## config.mk

```make
export PLATFORM = sky130hd
export DESIGN_NAME = dht11_read_scheduler
export DESIGN_NICKNAME = d
export VERILOG_FILES = /design/src/rtl/dht11_sched_pkg.sv /design/src/rtl/dht11_read_scheduler_counter.sv /design/src/rtl/dht11_read_scheduler.sv
export SDC_FILE = /design/constraint.sdc
export NUM_CORES = 1
export LEC_CHECK = 0
export ABC_AREA = 0
export ABC_CLOCK_PERIOD_IN_PS = 2100
export CAP_MARGIN = 25
export CORE_UTILIZATION = 52
export CTS_BUF_LIST = sky130_fd_sc_hd__clkbuf_8
export DETAILED_ROUTE_END_ITERATION = 6
export PLACE_DENSITY_LB_ADDON = 0.12
export REMOVE_ABC_BUFFERS = 1
export SLEW_MARGIN = 20
export SYNTH_ARGS = -nofsm -noshare
export SYNTH_HDL_FRONTEND = slang
export SYNTH_SLANG_ARGS = --single-unit
```

## constraint.sdc

```tcl
create_clock -name clk -period 2.1 [get_ports clk]
set_input_delay 0.21 -clock clk [delete_from_list [all_inputs] [get_ports clk]]
set_output_delay 0.21 -clock clk [all_outputs]
set_load 0.05 [all_outputs]
```

## src/rtl/dht11_sched_pkg.sv

```systemverilog
// Shared types and constants for the DHT11 read scheduler.
// Holds the FSM state encoding, requester indices and counter widths.
package dht11_sched_pkg;

  typedef enum logic [2:0] {
    IDLE,
    START,
    WAIT_DONE,
    EVAL,
    RESPOND
  } state_t;

  localparam int REQ_DISPLAY  = 0;
  localparam int REQ_GAME     = 1;
  localparam int NUM_REQ      = 2;
  localparam int FAIL_COUNT_W = 8;

endpackage

```

## src/rtl/dht11_read_scheduler_counter.sv

```systemverilog
// sched_counter: up-counter with clear and enable; saturates at LIMIT
// or wraps to 0 after LIMIT. Ports: clk, rst, clr, en -> term (count==LIMIT).
module sched_counter #(
  parameter int LIMIT = 1,
  parameter bit WRAP  = 1'b0
) (
  input  logic clk,
  input  logic rst,
  input  logic clr,
  input  logic en,
  output logic term
);

  localparam int W = (LIMIT > 0) ? $clog2(LIMIT + 1) : 1;
  localparam logic [W-1:0] LIM = W'(LIMIT);
  localparam logic [W-1:0] ONE = W'(1);

  logic [W-1:0] count;

  always_ff @(posedge clk) begin
    if (rst || clr) begin
      count <= '0;
    end else if (en) begin
      if (count != LIM) begin
        count <= count + ONE;
      end else if (WRAP) begin
        count <= '0;
      end
    end
  end

  assign term = (count == LIM);

endmodule

```

## src/rtl/dht11_read_scheduler.sv

```systemverilog
// Arbitrates the single DHT11 reader between two requesters and an
// auto-poll timer, with hold-off, timeout, retries and a result cache.
// Ports: clk/rst; req/auto_en in; gnt/resp_ok out; rd_* reader link;
// humidity/temperature/data_valid cache; busy; fail_count.
module dht11_read_scheduler
  import dht11_sched_pkg::*;
#(
  parameter int MIN_INTERVAL = 25000000,
  parameter int TIMEOUT      = 6250000,
  parameter int MAX_RETRY    = 2,
  parameter int AUTO_PERIOD  = 125000000
) (
  input  logic                    clk,
  input  logic                    rst,
  input  logic [NUM_REQ-1:0]      req,
  input  logic                    auto_en,
  output logic [NUM_REQ-1:0]      gnt,
  output logic                    resp_ok,
  output logic                    rd_start,
  input  logic                    rd_done,
  input  logic                    rd_valid,
  input  logic [15:0]             rd_humidity,
  input  logic [15:0]             rd_temperature,
  output logic [15:0]             humidity,
  output logic [15:0]             temperature,
  output logic                    data_valid,
  output logic                    busy,
  output logic [FAIL_COUNT_W-1:0] fail_count
);

  localparam int RW = (MAX_RETRY > 0) ? $clog2(MAX_RETRY + 1) : 1;
  localparam logic [RW-1:0] RMAX = RW'(MAX_RETRY);
  localparam logic [RW-1:0] RONE = RW'(1);
  localparam logic [FAIL_COUNT_W-1:0] FONE = FAIL_COUNT_W'(1);

  state_t             state;
  logic [NUM_REQ-1:0] served;
  logic [RW-1:0]      retry;
  logic               retry_pend;
  logic               auto_pend;
  logic               done_seen;
  logic               tmp_valid;
  logic [15:0]        tmp_h;
  logic [15:0]        tmp_t;

  logic guard_ok;
  logic tmo_hit;
  logic auto_term;
  logic eval_entry;
  logic first_start;

  // Guard restarts when a transaction finishes (entering EVAL),
  // and from zero on reset, giving the power-up hold-off.
  assign eval_entry  = (state == WAIT_DONE) && (rd_done || tmo_hit);
  assign first_start = (state == START) && !retry_pend;

  sched_counter #(.LIMIT(MIN_INTERVAL), .WRAP(1'b0)) u_guard (
    .clk  (clk),
    .rst  (rst),
    .clr  (eval_entry),
    .en   (1'b1),
    .term (guard_ok)
  );

  sched_counter #(.LIMIT(TIMEOUT - 1), .WRAP(1'b0)) u_timeout (
    .clk  (clk),
    .rst  (rst),
    .clr  (state == START),
    .en   (state == WAIT_DONE),
    .term (tmo_hit)
  );

  sched_counter #(.LIMIT(AUTO_PERIOD - 1), .WRAP(1'b1)) u_auto (
    .clk  (clk),
    .rst  (rst),
    .clr  (1'b0),
    .en   (auto_en),
    .term (auto_term)
  );

  // A wrap in the same cycle as the snapshot re-arms the poll.
  always_ff @(posedge clk) begin
    if (rst || !auto_en) begin
      auto_pend <= 1'b0;
    end else if (auto_term) begin
      auto_pend <= 1'b1;
    end else if (first_start) begin
      auto_pend <= 1'b0;
    end
  end

  assign busy = (state != IDLE);

  always_ff @(posedge clk) begin
    if (rst) begin
      state       <= IDLE;
      gnt         <= '0;
      resp_ok     <= 1'b0;
      rd_start    <= 1'b0;
      humidity    <= '0;
      temperature <= '0;
      data_valid  <= 1'b0;
      fail_count  <= '0;
      served      <= '0;
      retry       <= '0;
      retry_pend  <= 1'b0;
      done_seen   <= 1'b0;
      tmp_valid   <= 1'b0;
      tmp_h       <= '0;
      tmp_t       <= '0;
    end else begin
      rd_start <= 1'b0;
      gnt      <= '0;
      resp_ok  <= 1'b0;
      unique case (state)
        IDLE: begin
          if ((|req || auto_pend || retry_pend) && guard_ok) begin
            state    <= START;
            rd_start <= 1'b1;
          end
        end
        START: begin
          if (!retry_pend) begin
            served <= req;
          end
          state <= WAIT_DONE;
        end
        WAIT_DONE: begin
          if (rd_done) begin
            done_seen <= 1'b1;
            tmp_valid <= rd_valid;
            tmp_h     <= rd_humidity;
            tmp_t     <= rd_temperature;
            state     <= EVAL;
          end else if (tmo_hit) begin
            done_seen <= 1'b0;
            state     <= EVAL;
          end
        end
        EVAL: begin
          // gnt/resp_ok are issued here so they are seen during RESPOND.
          if (done_seen && tmp_valid) begin
            humidity    <= tmp_h;
            temperature <= tmp_t;
            data_valid  <= 1'b1;
            retry       <= '0;
            gnt         <= served;
            resp_ok     <= 1'b1;
            state       <= RESPOND;
          end else if (retry < RMAX) begin
            retry      <= retry + RONE;
            retry_pend <= 1'b1;
            state      <= IDLE;
          end else begin
            if (fail_count != '1) begin
              fail_count <= fail_count + FONE;
            end
            retry   <= '0;
            gnt     <= served;
            resp_ok <= 1'b0;
            state   <= RESPOND;
          end
        end
        RESPOND: begin
          served     <= '0;
          retry_pend <= 1'b0;
          state      <= IDLE;
        end
        default: state <= IDLE;
      endcase
    end
  end

endmodule

```

==> results.tsv, run 1 <==
metric	value	unit
crit_path_max_incr_delay	0.51	ns
status	complete, but fails checks	
final_max_slew_viol_count	0	
post_route_cells_drive_above_1_share	13.1	%
routed_via_density	5.82	
crit_fanout	6	
synth_simple_gate_area_share	27.6	%
worst-endpoint-arrival	2.50	ns
final.min_clock_period	2.17	ns
power.density	635	nW/um^2
hp_class	in -> reg	
most_used_cells_in_the_layout_excluding_fill_and_tap_cells	173 x nand2_1, 159 x dfxtp_1, 92 x a21oi_1, 82 x clkdlybuf4s50_1, 44 x buf_4	
critPathCaptureType	flop	
timing.critical_path.required	2.43	ns
finalClockSkew	0.0137	ns
synth_largest_type_area_fraction	46.5	%
setup.worst_path.start	u_auto.count[6]	
max_clock_freq	461	MHz
synthXorXnorAreaFrac	3.24	%
synth_area_leader_cell	dfxtp_1	
r2r_start	u_auto.count[6]	
grt_setup_unrepaired	true	
drt_first_pass_iters	5	
worst_r2r_path_depth	6	
fp.dieW	118	microns
first_global_vias	5993	
syn_area	7020	sq um
timing_hold_violations_final	0	
fp.dieH	118	microns
postSynth.topFlopCell	dfxtp_1	
setup.reg_to_reg.worst_slack	-0.07	ns
cts.htree.levels	4	
number_of_flops_mapped_to_enable_cells_by_yosys	0	
postLayoutCellArea	8880	sq um
postSynth.asyncResetShare	0	%
power.ir.vdd_worst	0.401	mV
row_count	42	
initial_core_util	53.3	%
worst_skew_pair.late_latency	0.45	ns
avgSynthCellArea	8.35	sq um
top_level_ports	85	
cts_inserted_buffers	17	
fp.coreArea	13200	sq um
totalWireLength	17.1	mm
drcViolationCount	0	
num-fill-cells	1091	
clock_tree_from_tritoncts	yes	
clk_pin_slew	0.08	ns
design.final.nets	987	
numClockSinks	163	
yosysWarnings	0	
drtIter0Drc	527	
antenna_cells	0	
area_growth_synth_to_finish	26.5	%
rr_endpoint	u_auto.count[17]	
largest_family_of_logic_cells_by_synthesized_area	simple AND/OR/NAND/NOR gates	
path_depth	6	
critical_path.n_buffers_inverters	2	
worst_slew_margin_rel	47.0	%
synthCells	841	
gpl.final_weighted_congestion	0.837	
route.vias.total	6585	
power.static_leakage	0.00285	uW
final_setup_margin	-0.0671	ns
cts-root-to-sink-buffers	2	
grt_util_all_layers	24.4	%
tns	-1.25	ns
timing_worst_slew_pin_value	0.792	ns
yosys-mux-area-fraction	1.18	%
grt_max_degree	103	
dominant_cells_by_area_after_synthesis	dfxtp_1 46%, nand2_1 9.2%, a21oi_1 7.5%	
placement.io_buffers	84	
clockRootBuffer	clkbuf_8	
ant_nets	0	
grt_pass1_wl	27.9	mm
synth.ff_latch_count	163	
hpwlAfterDp	11.2	mm
worst_path_dominant_cell_family	simple AND/OR/NAND/NOR gates	
yosys.cell_types.count	59	
synth_seq_area_share	46.5	%
number_of_antenna_violations_at_the_first_check_in_global_routing	0	
synth_fa_ha_area_share	0.891	%
synth_area_in_compound_gates	16.8	%
worstSetupPathType	reg -> reg	
max_cap_viol_count	0	
critical_path.cell_chain	or4bb_1, or4_4, o41ai_4, buf_4, clkbuf_16, a21oi_2	
startpoint_type_of_the_worst_setup_path	flop	
cp_slowest_cell	or4bb_1	
wl_per_cell	15.1	microns
failing_checks	negative setup slack	
critPathCapture	u_auto.count[17]	
dp_slack	-0.0860	ns
design.die.area	14000	sq um
placed_area	8250	sq um
setup_viol	26	
final_common_cell	nand2_1	
grt-ovfl-total	0	
final_min_period_over_clock_period	103	%
-- report_power, final --
part           switching (uW)  internal [uW]  total [uW]
clock network            1150           1150        2300
logic                     113            119         231
registers                9.36           3100        3110
total                    1280           4370        5640
-- per-stage QoR --
| stage | hold WS (ns) | cells | util (%) | power, uW |
|---|---|---|---|---|
| floorplan | 0.279 | 790 | - | 3230 |
| global placement | 0.435 | 1092 | 62.5 | 3380 |
| detailed placement | 0.444 | 1092 | 62.5 | 3380 |
| CTS | 0.0410 | 1127 | 66.0 | 5670 |
| global route | 0.0503 | 1132 | 67.3 | 5860 |
| finish | 0.0725 | 1132 | 67.3 | 5640 |
-- Yosys cell counts (all sizes together) (7+ instances only) --
library cell	number
clkbuf	47
nor4	8
o31ai	18
inv	15
a21oi	105
xor2	14
dfxtp	163
a211oi	12
and2	7
xnor2	12
or3	26
nand3	31
and4	8
and3	11
nand2	173
a221oi	13
nor3	13
or4	26
o21ai	26
nor2	27
nand4	26
-- flip-flops by register name (all words and copies together), names as in the netlist, 3 cells and up --
signal / count
fail_count: 8
u_timeout.count: 23
tmp_h: 16
u_guard.count: 25
temperature: 16
humidity: 16
state: 3
tmp_t: 16
u_auto.count: 27
-- logic make-up after synthesis --
| logic type | Yosys count |
|---|---|
| compound gates | 193 |
| xor+xnor | 26 |
| fa+ha+maj | 5 |
| buf+inv | 66 |
| flops | 163 |
| mux | 8 |
| simple gates | 380 |
-- how the worst min path moves through the flow --
stage / depth (start not counted) / endpoint / start / slack [ns]
6_report: 2 / u_auto.count[1] / rst / 0.07
5_1_grt: 2 / retry[0] / rst / 0.05
4_1_cts: 2 / retry[0] / rst / 0.04
3_5_place_dp: 2 / temperature[9] / tmp_t[9] / 0.44
3_3_place_gp: 2 / humidity[3] / tmp_h[3] / 0.44
2_1_floorplan: 1 / fail_count[0] / rst / 0.28
-- worst reg2reg max path, cell delays in order (launching register included) --
cell and delay [ns]:
dfxtp_2 0.33, or4bb_1 0.51, or4_4 0.47, o41ai_4 0.36
buf_4 0.20, clkbuf_16 0.16, a21oi_2 0.03
-- metal layers --
| layer | wire length (microns) | GRT usage, % | up-vias |
|---|---|---|---|
| met5 | 0 | 0 | - |
| met3 | 854 | 4.78 | 25 |
| met4 | 297 | 10.6 | 0 |
| li1 | - | - | 3235 |
| met1 | 7540 | 31.3 | 3145 |
| met2 | 8440 | 39.8 | 180 |
-- timing repair --
item | in CTS | in global routing
cloned | 1 | 2
gates resized for setup | 5 | 33
hold buffers | 0 | 0
buffers inserted | 2 | 3
pin swaps | 1 | 10
setup endpoints to repair | 31 | 39
-- layout make-up --
type                            count  area, sq um  share of cell area [%]
Timing Repair Buffer              134         1310                    14.7
Tap cell                          176          220                    2.48
Multi-Input combinational cell    612         3630                    40.8
Clock buffer                       20          275                    3.10
Clock inverter                     12          131                    1.48
Sequential cell                   163         3270                    36.8
Inverter                           15         56.3                   0.634
(Power assumes the default switching activity.)
==> run 2: changes to the inputs <==
Settings changed: CORE_ASPECT_RATIO from default to 0.8, TNS_END_PERCENT from default to 20.
==> run 2 against run 1 <==
The run still ends with negative setup slack left. Clock skew decreased by 0.0043 ns. Via count down 0.49%. Critical path depth did not move. Hold slack worse by 0.024 ns. Core utilization is 0.47 points higher. Combinational power fell by 6%.
==> results.tsv, run 2 (synthesis results as in run 1) <==
metric	value	unit	change
worst_slew_margin_rel	49.8	%	was 47.0%
timing.critical_path.required	2.44	ns	was 2.43 ns
crit_path_max_incr_delay	0.53	ns	was 0.51 ns
post_route_cells_drive_above_1_share	12.7	%	was 13.1%
status	complete, but fails checks		unchanged
critical_path.n_buffers_inverters	2		unchanged
final_common_cell	nand2_1		unchanged
first_global_vias	6008		was 5993
dp_slack	-0.152	ns	was -0.0860 ns
cp_slowest_cell	or4b_4		was or4bb_1
routed_via_density	5.76		was 5.82
hpwlAfterDp	11.5	mm	was 11.2 mm
largest_register_ff_count	27		unchanged
antenna_cells	0		unchanged
drt_first_pass_iters	5		unchanged
fp.coreArea	13000	sq um	was 13200 sq um
num-fill-cells	1053		was 1091
largest_register	u_auto.count		unchanged
fp.dieW	132	microns	was 118 microns
ant_nets	0		unchanged
clockRootBuffer	clkbuf_8		unchanged
final_max_slew_viol_count	0		unchanged
row_count	37		was 42
timing_worst_slew_pin_value	0.750	ns	was 0.792 ns
numClockSinks	163		unchanged
route.vias.total	6553		was 6585
startpoint_type_of_the_worst_setup_path	flop		unchanged
design.final.nets	993		was 987
power.ir.vdd_worst	0.412	mV	was 0.401 mV
cts.htree.levels	4		unchanged
area_growth_synth_to_finish	25.6	%	was 26.5%
critical_path.cell_chain	or4b_4, or4_4, o41ai_4, buf_4, buf_6, a21oi_1		was or4bb_1, or4_4, o41ai_4, buf_4, clkbuf_16, a21oi_2
cts_inserted_buffers	17		unchanged
rr_endpoint	u_auto.count[23]		was u_auto.count[17]
initial_core_util	54.0	%	was 53.3%
path_depth	6		unchanged
worst_skew_pair.late_latency	0.46	ns	was 0.45 ns
drtIter0Drc	412		was 527
multi_input_area	3560	sq um	was 3630 sq um
grt_pass1_wl	28.1	mm	was 27.9 mm
power.static_leakage	0.00287	uW	was 0.00285 uW
leading_registers_by_flop_count	u_auto.count: 27 flops, u_guard.count: 25 flops, u_timeout.count: 23 flops		unchanged
drcViolationCount	0		unchanged
final.min_clock_period	2.17	ns	about the same
r2r_start	u_auto.count[15]		was u_auto.count[6]
timing.hold.worst_endpoint	u_guard.count[0]		was u_auto.count[1]
stdcell_count	1137		was 1132
design.die.area	14000	sq um	about the same
setup.reg_to_reg.worst_slack	-0.07	ns	about the same
placement.io_buffers	84		unchanged
fp.dieH	106	microns	was 118 microns
failing_checks	negative setup slack		unchanged
worst_path_dominant_cell_family	simple AND/OR/NAND/NOR gates		unchanged
grt-ovfl-total	0		unchanged
worstHoldStart	rst		unchanged
setup_viol	26		unchanged
power.density	637	nW/um^2	was 635 nW/um^2
clk_pin_slew	0.09	ns	was 0.08 ns
grt_util_all_layers	24.7	%	was 24.4%
place_inst	1099		was 1092
gpl.final_weighted_congestion	0.892		was 0.837
totalWireLength	17.3	mm	was 17.1 mm
clock_tree_from_tritoncts	yes		unchanged
grt_setup_unrepaired	true		unchanged
final_min_period_over_clock_period	103	%	about the same
hold-path-cell-count	2		unchanged
worst_r2r_path_depth	6		unchanged
critPathCaptureType	flop		unchanged
crit_fanout	7		was 6
finalClockSkew	0.00941	ns	was 0.0137 ns
worstSetupPathType	reg -> reg		unchanged
worst-endpoint-arrival	2.51	ns	was 2.50 ns
wl_per_cell	15.2	microns	was 15.1 microns
hp_class	in -> reg		unchanged
final_setup_margin	-0.0723	ns	was -0.0671 ns
top_level_ports	85		unchanged
placed_area	8310	sq um	was 8250 sq um
postLayoutCellArea	8820	sq um	was 8880 sq um
max_cap_viol_count	0		unchanged
most_used_cells_in_the_layout_excluding_fill_and_tap_cells	173 x nand2_1, 159 x dfxtp_1, 100 x a21oi_1, 82 x clkdlybuf4s50_1, 51 x buf_4		was 173 x nand2_1, 159 x dfxtp_1, 92 x a21oi_1, 82 x clkdlybuf4s50_1, 44 x buf_4
max_clock_freq	460	MHz	was 461 MHz
ff_latch_area	3270	sq um	unchanged
grt_max_degree	104		was 103
cts-root-to-sink-buffers	2		unchanged
timing_hold_violations_final	0		unchanged
number_of_antenna_violations_at_the_first_check_in_global_routing	0		unchanged
run 2: changes by cell type in the layout (fill, tap and decap cells not counted), moves of 2 or more:
cell and delta:
a21oi_1 +8, a21oi_2 -8, buf_4 +7, buf_6 +2
clkbuf_8 -2, clkinv_2 +2, clkinv_4 +3, clkinvlp_4 -2
inv_1 -2, nor2_1 +4, nor2_2 +2, nor2_4 -6
run 2: how the worst max path moves through the flow:
| stage | start | end | slack [ns] |
|---|---|---|---|
| final | u_auto.count[15] | u_auto.count[23] | -0.07 |
| after detailed placement | auto_en | u_auto.count[21] | -0.15 |
| after floorplan | state[1] | done_seen | -1.54 |
| after CTS | u_auto.count[6] | u_auto.count[18] | -0.05 |
| after global placement | auto_en | u_auto.count[17] | -0.11 |
| after global routing | u_auto.count[15] | u_auto.count[17] | -0.12 |
run 2: what timing repair did:
action,CTS,global route
hold endpoints to repair,0,0
cloned,1,2
pin swaps,7,9
gates resized for setup,3,20
setup endpoints to repair,27,39
hold buffers,0,0
buffers inserted,2,2
run 2: cell type report:
class / instances / share of cell area [%]
clock buffer: 18 / 2.81
clock inverter: 14 / 1.74
inverter: 15 / 0.638
multi-input combinational: 612 / 40.3
sequential: 163 / 37.0
tap: 175 / 2.48
timing repair buffer: 140 / 15.0
run 2: power by group:
group	internal [uW]	total (uW)	switching (uW)
Clock	1100	2300	1200
Sequential	3100	3110	9.96
Combinational	112	217	105
Total	4310	5620	1310
run 2: metal layers:
metal / global-route usage, % / part of all wire, % / vias up
met5: 0 / 0 / -
met4: 8.80 / 1.2 / 0
met3: 5.01 / 4.9 / 25
met2: 41.2 / 48 / 169
met1: 31.8 / 46 / 3113
li1: - / - / 3246
run 2: per-stage QoR:
step | util, % | total power [uW] | hold WS, ns | setup TNS, ns
after floorplan | - | 3230 | 0.279 | -72.33
after global placement | 63.8 | 3370 | 0.435 | -0.488
after detailed placement | 63.8 | 3380 | 0.444 | -1.06
after CTS | 67.3 | 5670 | 0.0200 | -0.832
after global routing | 67.8 | 5810 | 0.0305 | -2.85
final | 67.8 | 5620 | 0.0487 | -1.39
